--- config.mk ---
export PLATFORM = sky130hd
export DESIGN_NAME = fp32_bf16_vec_cvt
export DESIGN_NICKNAME = d
export VERILOG_FILES = /design/src/rtl/fp32_bf16_vec_cvt.sv
export SDC_FILE = /design/constraint.sdc
export NUM_CORES = 1
export LEC_CHECK = 0
export BUFFER_PORTS_ARGS = -buffer_cell sky130_fd_sc_hd__buf_4
export CAP_MARGIN = 0
export CORE_ASPECT_RATIO = 1.25
export CORE_MARGIN = 2
export CORE_UTILIZATION = 55
export DETAILED_ROUTE_END_ITERATION = 8
export PLACE_DENSITY = 0.9
export REMOVE_ABC_BUFFERS = 1
export SYNTH_ARGS = -nofsm -noshare
export SYNTH_HDL_FRONTEND = slang
export SYNTH_SLANG_ARGS = --single-unit
--- constraint.sdc ---
create_clock -name clk -period 12.6 [get_ports clk]
set_clock_uncertainty 0.15 [all_clocks]
set_input_delay 2.52 -clock clk [delete_from_list [all_inputs] [get_ports clk]]
set_output_delay 2.52 -clock clk [all_outputs]
set_load 0.1 [all_outputs]
--- src/rtl/fp32_bf16_vec_cvt.sv ---
// fp32_bf16_vec_cvt: LANES-wide FP32 -> BF16 converter, two pipeline stages
// with a single global stall.
//   clk, reset        clock; asynchronous active-high reset
//   in_valid/in_ready input handshake; in_ready = out_ready | ~out_valid
//   in_data           LANES x FP32, lane i at [32i+31:32i]
//   in_lane_en        per-lane enable (disabled lanes give 0, no flags)
//   in_rm             0 RNE, 1 RTZ, 2 RDN, 3 RUP, 4 RMM, 5-7 -> RNE + NV
//   in_tag            sideband tag returned with the result
//   out_valid/out_ready output handshake
//   out_data          LANES x BF16, lane i at [16i+15:16i]
//   out_flags         {NV,OF,UF,NX} OR over enabled lanes
//   out_tag           tag of the transaction on out_data
//   fflags/fflags_clr sticky flags, cleared synchronously (clear wins)

// Per-lane converter: stage-1 decode register plus the stage-2 rounding
// logic. The stage-2 register lives in the top so flags can be OR-reduced.
module fp32_bf16_lane (
  input  logic        clk,
  input  logic        reset,
  input  logic        s1_load,
  input  logic        lane_en,
  input  logic [31:0] op,
  input  logic [2:0]  rm,      // stage-1 registered, already legalised
  output logic [15:0] res,
  output logic [3:0]  flags
);
  localparam logic [2:0] RM_RTZ = 3'd1, RM_RDN = 3'd2, RM_RUP = 3'd3,
                         RM_RMM = 3'd4;

  typedef enum logic [2:0] {C_ZERO, C_SUB, C_NORM, C_INF, C_QNAN, C_SNAN} cls_e;

  typedef struct packed {
    logic       en;
    logic       sign;
    logic [7:0] exp;
    logic [6:0] man;
    logic       guard;
    logic       sticky;
    cls_e       cls;
  } s1_t;

  s1_t         dec, s1;
  logic        inexact, tz, inc, ovf;
  logic [14:0] sum;

  always_comb begin
    dec.en     = lane_en;
    dec.sign   = op[31];
    dec.exp    = op[30:23];
    dec.man    = op[22:16];
    dec.guard  = op[15];
    dec.sticky = |op[14:0];
    if (op[30:23] == 8'hFF)
      dec.cls = (op[22:0] == 23'd0) ? C_INF : (op[22] ? C_QNAN : C_SNAN);
    else if (op[30:23] == 8'h00)
      dec.cls = (op[22:0] == 23'd0) ? C_ZERO : C_SUB;
    else
      dec.cls = C_NORM;
  end

  always_ff @(posedge clk or posedge reset)
    if (reset)        s1 <= '0;
    else if (s1_load) s1 <= dec;

  always_comb begin
    inexact = s1.guard | s1.sticky;
    // modes that round this sign toward zero
    tz = (rm == RM_RTZ) | ((rm == RM_RUP) & s1.sign) | ((rm == RM_RDN) & ~s1.sign);
    case (rm)
      RM_RTZ:  inc = 1'b0;
      RM_RDN:  inc = s1.sign & inexact;
      RM_RUP:  inc = ~s1.sign & inexact;
      RM_RMM:  inc = s1.guard;
      default: inc = s1.guard & (s1.sticky | s1.man[0]);
    endcase
    // carry out of the mantissa ripples straight into the exponent field,
    // which also moves a rounded-up subnormal into exponent 1
    sum = {s1.exp, s1.man} + {14'd0, inc};
    // a toward-zero mode never increments, so its overflow is the value
    // lying beyond max finite, which clamps to max finite
    ovf = (sum[14:7] == 8'hFF) | (tz & inexact & ({s1.exp, s1.man} == 15'h7F7F));

    res   = 16'h0000;
    flags = 4'h0;
    if (s1.en) begin
      case (s1.cls)
        C_QNAN:        res = 16'h7FC0;
        C_SNAN: begin  res = 16'h7FC0; flags = 4'b1000; end
        C_ZERO, C_INF: res = {s1.sign, s1.exp, s1.man};
        default: begin
          if (ovf) begin
            res   = {s1.sign, (tz ? 15'h7F7F : 15'h7F80)};
            flags = 4'b0101;
          end else begin
            res   = {s1.sign, sum};
            flags = {2'b00, inexact & (s1.exp == 8'h00), inexact};
          end
        end
      endcase
    end
  end
endmodule

module fp32_bf16_vec_cvt #(
  parameter int LANES = 4,
  parameter int TAG_W = 4
) (
  input  logic                  clk,
  input  logic                  reset,
  input  logic                  in_valid,
  output logic                  in_ready,
  input  logic [32*LANES-1:0]   in_data,
  input  logic [LANES-1:0]      in_lane_en,
  input  logic [2:0]            in_rm,
  input  logic [TAG_W-1:0]      in_tag,
  output logic                  out_valid,
  input  logic                  out_ready,
  output logic [16*LANES-1:0]   out_data,
  output logic [3:0]            out_flags,
  output logic [TAG_W-1:0]      out_tag,
  output logic [3:0]            fflags,
  input  logic                  fflags_clr
);
  localparam int STAGES = 2;

  logic [STAGES:1]          vld_pipe;
  logic                     in_fire, s2_load;
  logic [2:0]               s1_rm;
  logic                     s1_rm_bad;
  logic [TAG_W-1:0]         s1_tag, tag_q;
  logic [LANES-1:0][15:0]   lane_res, data_q;
  logic [LANES-1:0][3:0]    lane_flags;
  logic [3:0]               flags_or, flags_q, fflags_q;

  assign out_valid = vld_pipe[STAGES];
  assign in_ready  = out_ready | ~out_valid;
  assign in_fire   = in_valid & in_ready;
  assign s2_load   = in_ready & vld_pipe[1];

  always_ff @(posedge clk or posedge reset)
    if (reset)         vld_pipe <= '0;
    else if (in_ready) vld_pipe <= {vld_pipe[STAGES-1:1], in_fire};

  always_ff @(posedge clk or posedge reset)
    if (reset) begin
      s1_rm     <= '0;
      s1_rm_bad <= 1'b0;
      s1_tag    <= '0;
    end else if (in_fire) begin
      s1_rm_bad <= (in_rm > 3'd4);
      s1_rm     <= (in_rm > 3'd4) ? 3'd0 : in_rm;
      s1_tag    <= in_tag;
    end

  for (genvar i = 0; i < LANES; i++) begin : g_lane
    fp32_bf16_lane u_lane (
      .clk     (clk),
      .reset   (reset),
      .s1_load (in_fire),
      .lane_en (in_lane_en[i]),
      .op      (in_data[32*i +: 32]),
      .rm      (s1_rm),
      .res     (lane_res[i]),
      .flags   (lane_flags[i])
    );
  end

  // a reserved mode poisons the whole transaction with NV
  always_comb begin
    flags_or = {s1_rm_bad, 3'b000};
    for (int i = 0; i < LANES; i++) flags_or = flags_or | lane_flags[i];
  end

  always_ff @(posedge clk or posedge reset)
    if (reset) begin
      data_q  <= '0;
      flags_q <= '0;
      tag_q   <= '0;
    end else if (s2_load) begin
      data_q  <= lane_res;
      flags_q <= flags_or;
      tag_q   <= s1_tag;
    end

  always_ff @(posedge clk or posedge reset)
    if (reset)                        fflags_q <= '0;
    else if (fflags_clr)              fflags_q <= '0;
    else if (out_valid && out_ready)  fflags_q <= fflags_q | flags_q;

  assign out_data  = data_q;
  assign out_flags = flags_q;
  assign out_tag   = tag_q;
  assign fflags    = fflags_q;
endmodule

==> summary.md <==
The detailed router finished its first iteration with 794 violations. The layer flagged by global routing as most heavily used is met2. The starting density of the core is 56.2%. Adding up every negative setup slack in the final design gives 0 ns. The number of hold violations in the final report is 0.

The flow ran to the end, and the final reports show no timing, DRC or antenna violations. In this run the worst setup path begins at out_ready. The per-instance average area after synthesis was 9.47 sq um.

Clock tree synthesis selected as its root buffer the cell sky130_fd_sc_hd__clkbuf_16. In this run the tightest slew margin relative to its limit is 23.8%. The cell occurring most often along the worst timing path was sky130_fd_sc_hd__buf_4. The tool flagged a number of max-cap violations equal to 0. Buffers added to address setup during post-CTS repair amount to 0. The width of the die works out to 124 um. From synthesis to final layout, the design area changed by 23.8%.

The largest driver fanout on the critical path works out to 10. Among all flip-flop cells after synthesis, the most frequent one is sky130_fd_sc_hd__dfrtp_1. Routability-driven placement finished with a final weighted congestion of 0.918. The worst setup path category is in2out. In this run the static leakage power is 5.27 nW. STA classifies the critical path startpoint as an input port. The global-route met1 utilization is 38.9%. The met2 demand-to-capacity share in global routing was 49.2%.

STA classifies the critical path endpoint as a primary output. After detailed routing, the total wire length is 27700 um. The detail route stage leaves a number of antenna-violating nets equal to 0. The smallest clock period supported by the final layout is computed as 6.08 ns. The worst IR drop on VDD was 0.142 mV; the number of buffers created by CTS was 17. The count of cells in the finished layout, fillers not included, comes to 1468. The run gives 5240 sq um as the total area of multi-input combinational cells.

Global routing consumed, over all layers together, 29.9% of the routing resources. In this run, synthesis inferred 0 flip-flops with an integrated enable. Across the whole layout, storage elements account for 4350 sq um. The data required time of the critical path is 9.93 ns, and the initial antenna violation count is 0. In this run, post-CTS repair resized a total of 0 instances. The startpoint identified for the worst register-to-register timing path is s1_rm[2]. The share of synthesized registers carrying an async set or reset is 100%.

The slowest stage of the critical path is the sky130_fd_sc_hd__nand2b_1 cell. Summing the sequential cell areas from Yosys gives 44.2% of the chip area. Synthesis inferred 174 register bits.

TritonCTS built the clock tree. The tools report the maximum number of pins on one net before global-route repair as 103. Once detailed placement completed, the half-perimeter wirelength came to 20300 um. The signal on the critical path passes through buf_4 > nand2b_1 > buf_4. After clock tree synthesis, the clock-pin slew on the worst setup and hold paths is 0.07 ns. The floorplan step set the die height to 154 um.

The share of the core filled with cells in the final layout was 69.6%. For the post-synthesis cell count, the log shows 1039. The design draws 2.42 mW. In the final routed layout, each cell accounts on average for 18.9 um. The logs give 0 for the total inserted antenna cells and 8 for the number of optimization iterations in the first detailed-route pass.

In the routed design, unresolved DRC markers number 0. In this design, the stage delay of the slowest critical-path cell is 0.39 ns. The global-route wire length before repair is 44900 um.

Setup repair after global routing left no endpoint under its margin. The initialized floorplan defines 54 standard-cell rows. Dividing total power by cell area gives a power density of 199 nW/um^2. The logs give 0 for the final number of max-transition violations and 0.44 ns for the clock insertion delay at the later pin of the skew report. Via count: 9257.

At the pin with the least slew margin, the transition time is 1.13 ns. Leaving out fill and tap cells, the most frequent cells in the layout are sky130_fd_sc_hd__buf_4 (226), sky130_fd_sc_hd__dfrtp_1 (174), sky130_fd_sc_hd__nand2_1 (136). The die covers 19000 sq um.

The tools report the number of distinct library cells after synthesis as 74. For the final design instance area without fill, the log shows 12200 sq um. The tools report the number of setup violations in the final report as 0.

The worst hold path belongs to the class reg2reg. The met3 routing resource usage after global routing was 4.90%; the via-per-instance ratio was 6.31. For the maximum buffer depth of the clock tree, the log shows 2. The run gives 1387 as the layout net count. Summing all placed instances gives a cell area of 11600 sq um. In the finished design, the share of the clock period the worst path needs comes to 48.3%. In the post-route analysis, the smallest setup slack over all paths is 6.52 ns.

Number of hold buffers added after CTS: 0. The count of buffers added on input and output ports is 221. The run gives 3.41 ns as the data arrival time at the worst-slack endpoint. The post-route netlist has 29.1% of its cells at a drive strength greater than 1. The number of buffers and inverters on the critical path works out to 2. The total I/O pin count was 222. Global routing finished with a remaining overflow of 0. For the maximum frequency from static timing analysis, the log shows 164 MHz. For this design, the sink count on the clock tree is 174.

For this run, the number of Yosys warnings is 0. The tools report the hold path startpoint as s1_tag[1]. The cell area that synthesis handed to floorplanning was 9840 sq um. The run gives 9040 as the number of global-route vias before repair. The library cell used most frequently in the layout, excluding fill and tap cells, is sky130_fd_sc_hd__buf_4.

The run gives 6.53 ns as the worst setup slack after placement. Cell family with the largest share of critical-path delay: buffers and inverters. Final hold analysis gives a worst-case slack of 0.317 ns. Fill cell total of the finished layout: 1380.

The core region is 17500 sq um. The cell total after placement was 1436; the H-tree depth was 4.
## worst paths after layout
kind	end	slack [ns]	depth (start not counted)
min	out_tag[1]	0.32	2
max	in_ready	6.52	3
min in group asynchronous	g_lane[3].u_lane.s1[15]	2.11	2
max in group asynchronous	g_lane[1].u_lane.s1[9]	8.67	3
min reg2reg	out_tag[1]	0.32	2
max reg2reg	out_data[3]	8.38	12
## logic make-up (layout without fill, tap and decap cells)
kind of cell | count (synthesis) | count (layout) | share of synthesized area, %
AOI/OAI and AO/OA | 244 | 244 | 17.0
xor gates and xnor gates | 29 | 29 | 2.58
adders and majority gates | 12 | 12 | 1.53
buffers and inverters | 65 | 270 | 2.66
DFF | 174 | 174 | 44.2
muxes | 81 | 81 | 9.26
and+or+nand+nor | 434 | 434 | 22.7
## cells in the mapped netlist (5+ instances only)
library cell	n	area share, %
sky130_fd_sc_hd__xnor2_1	20	1.8
sky130_fd_sc_hd__and3_1	21	1.3
sky130_fd_sc_hd__o221ai_1	11	0.98
sky130_fd_sc_hd__a32oi_1	7	0.62
sky130_fd_sc_hd__o21ai_0	66	3.4
sky130_fd_sc_hd__and4_1	6	0.53
sky130_fd_sc_hd__o21ai_1	6	0.31
sky130_fd_sc_hd__xor2_1	9	0.80
sky130_fd_sc_hd__nor2_1	73	2.8
sky130_fd_sc_hd__a31oi_1	28	1.8
sky130_fd_sc_hd__and2_1	5	0.32
sky130_fd_sc_hd__nand2_1	138	5.3
sky130_fd_sc_hd__mux2_2	80	9.2
sky130_fd_sc_hd__o31ai_1	9	0.69
sky130_fd_sc_hd__nor2b_1	9	0.57
sky130_fd_sc_hd__nand4_1	35	2.2
sky130_fd_sc_hd__buf_2	6	0.31
sky130_fd_sc_hd__a21o_1	9	0.69
sky130_fd_sc_hd__nor4_1	40	2.5
sky130_fd_sc_hd__nor3_1	19	0.97
sky130_fd_sc_hd__o2111ai_1	6	0.53
sky130_fd_sc_hd__or2_2	6	0.38
sky130_fd_sc_hd__dfrtp_1	174	44
sky130_fd_sc_hd__a221o_1	6	0.61
sky130_fd_sc_hd__nand3_1	40	2.0
sky130_fd_sc_hd__nand2b_1	16	1.0
sky130_fd_sc_hd__inv_1	12	0.46
sky130_fd_sc_hd__ha_1	12	1.5
sky130_fd_sc_hd__a21oi_1	37	1.9
sky130_fd_sc_hd__o21bai_1	6	0.46
sky130_fd_sc_hd__a22o_1	5	0.44
sky130_fd_sc_hd__clkbuf_1	40	1.5
sky130_fd_sc_hd__o211ai_1	11	0.84
## tightest hold or removal path, cell delays in order, from the launching register on
cell	delay [ns]
sky130_fd_sc_hd__dfrtp_1	0.34
sky130_fd_sc_hd__nand2_1	0.05
sky130_fd_sc_hd__nand2_1	0.05
## sequential cells by signal (all words and copies together) (netlist names)
register          flops
out_flags             4
s1_rm                 3
out_tag               4
s1_rm_bad             1
out_data             64
vld_pipe              2
s1_tag                4
g_lane.u_lane.s1     88
fflags                4
## power by group
group	total, mW	switching [mW]	internal (mW)
combinational	1.09	0.815	0.276
sequential	0.825	0.145	0.680
clock	0.508	0.220	0.288
## per-layer routing
metal / wire length, um / vias up
li1: - / 4286
met5: 0 / -
met2: 14100 / 414
met3: 1860 / 68
met1: 10900 / 4489
met4: 792 / 0
## cell type report
cell class | count | share of cell area [%]
flip-flops and latches | 174 | 35.7
multi-input cells | 800 | 43.0
inverters | 12 | 0.411
repair buffers | 226 | 13.9
clock inverters | 9 | 0.709
clock buffers | 23 | 3.92
well taps | 224 | 2.30
Power figures use the tool's default switching activity.
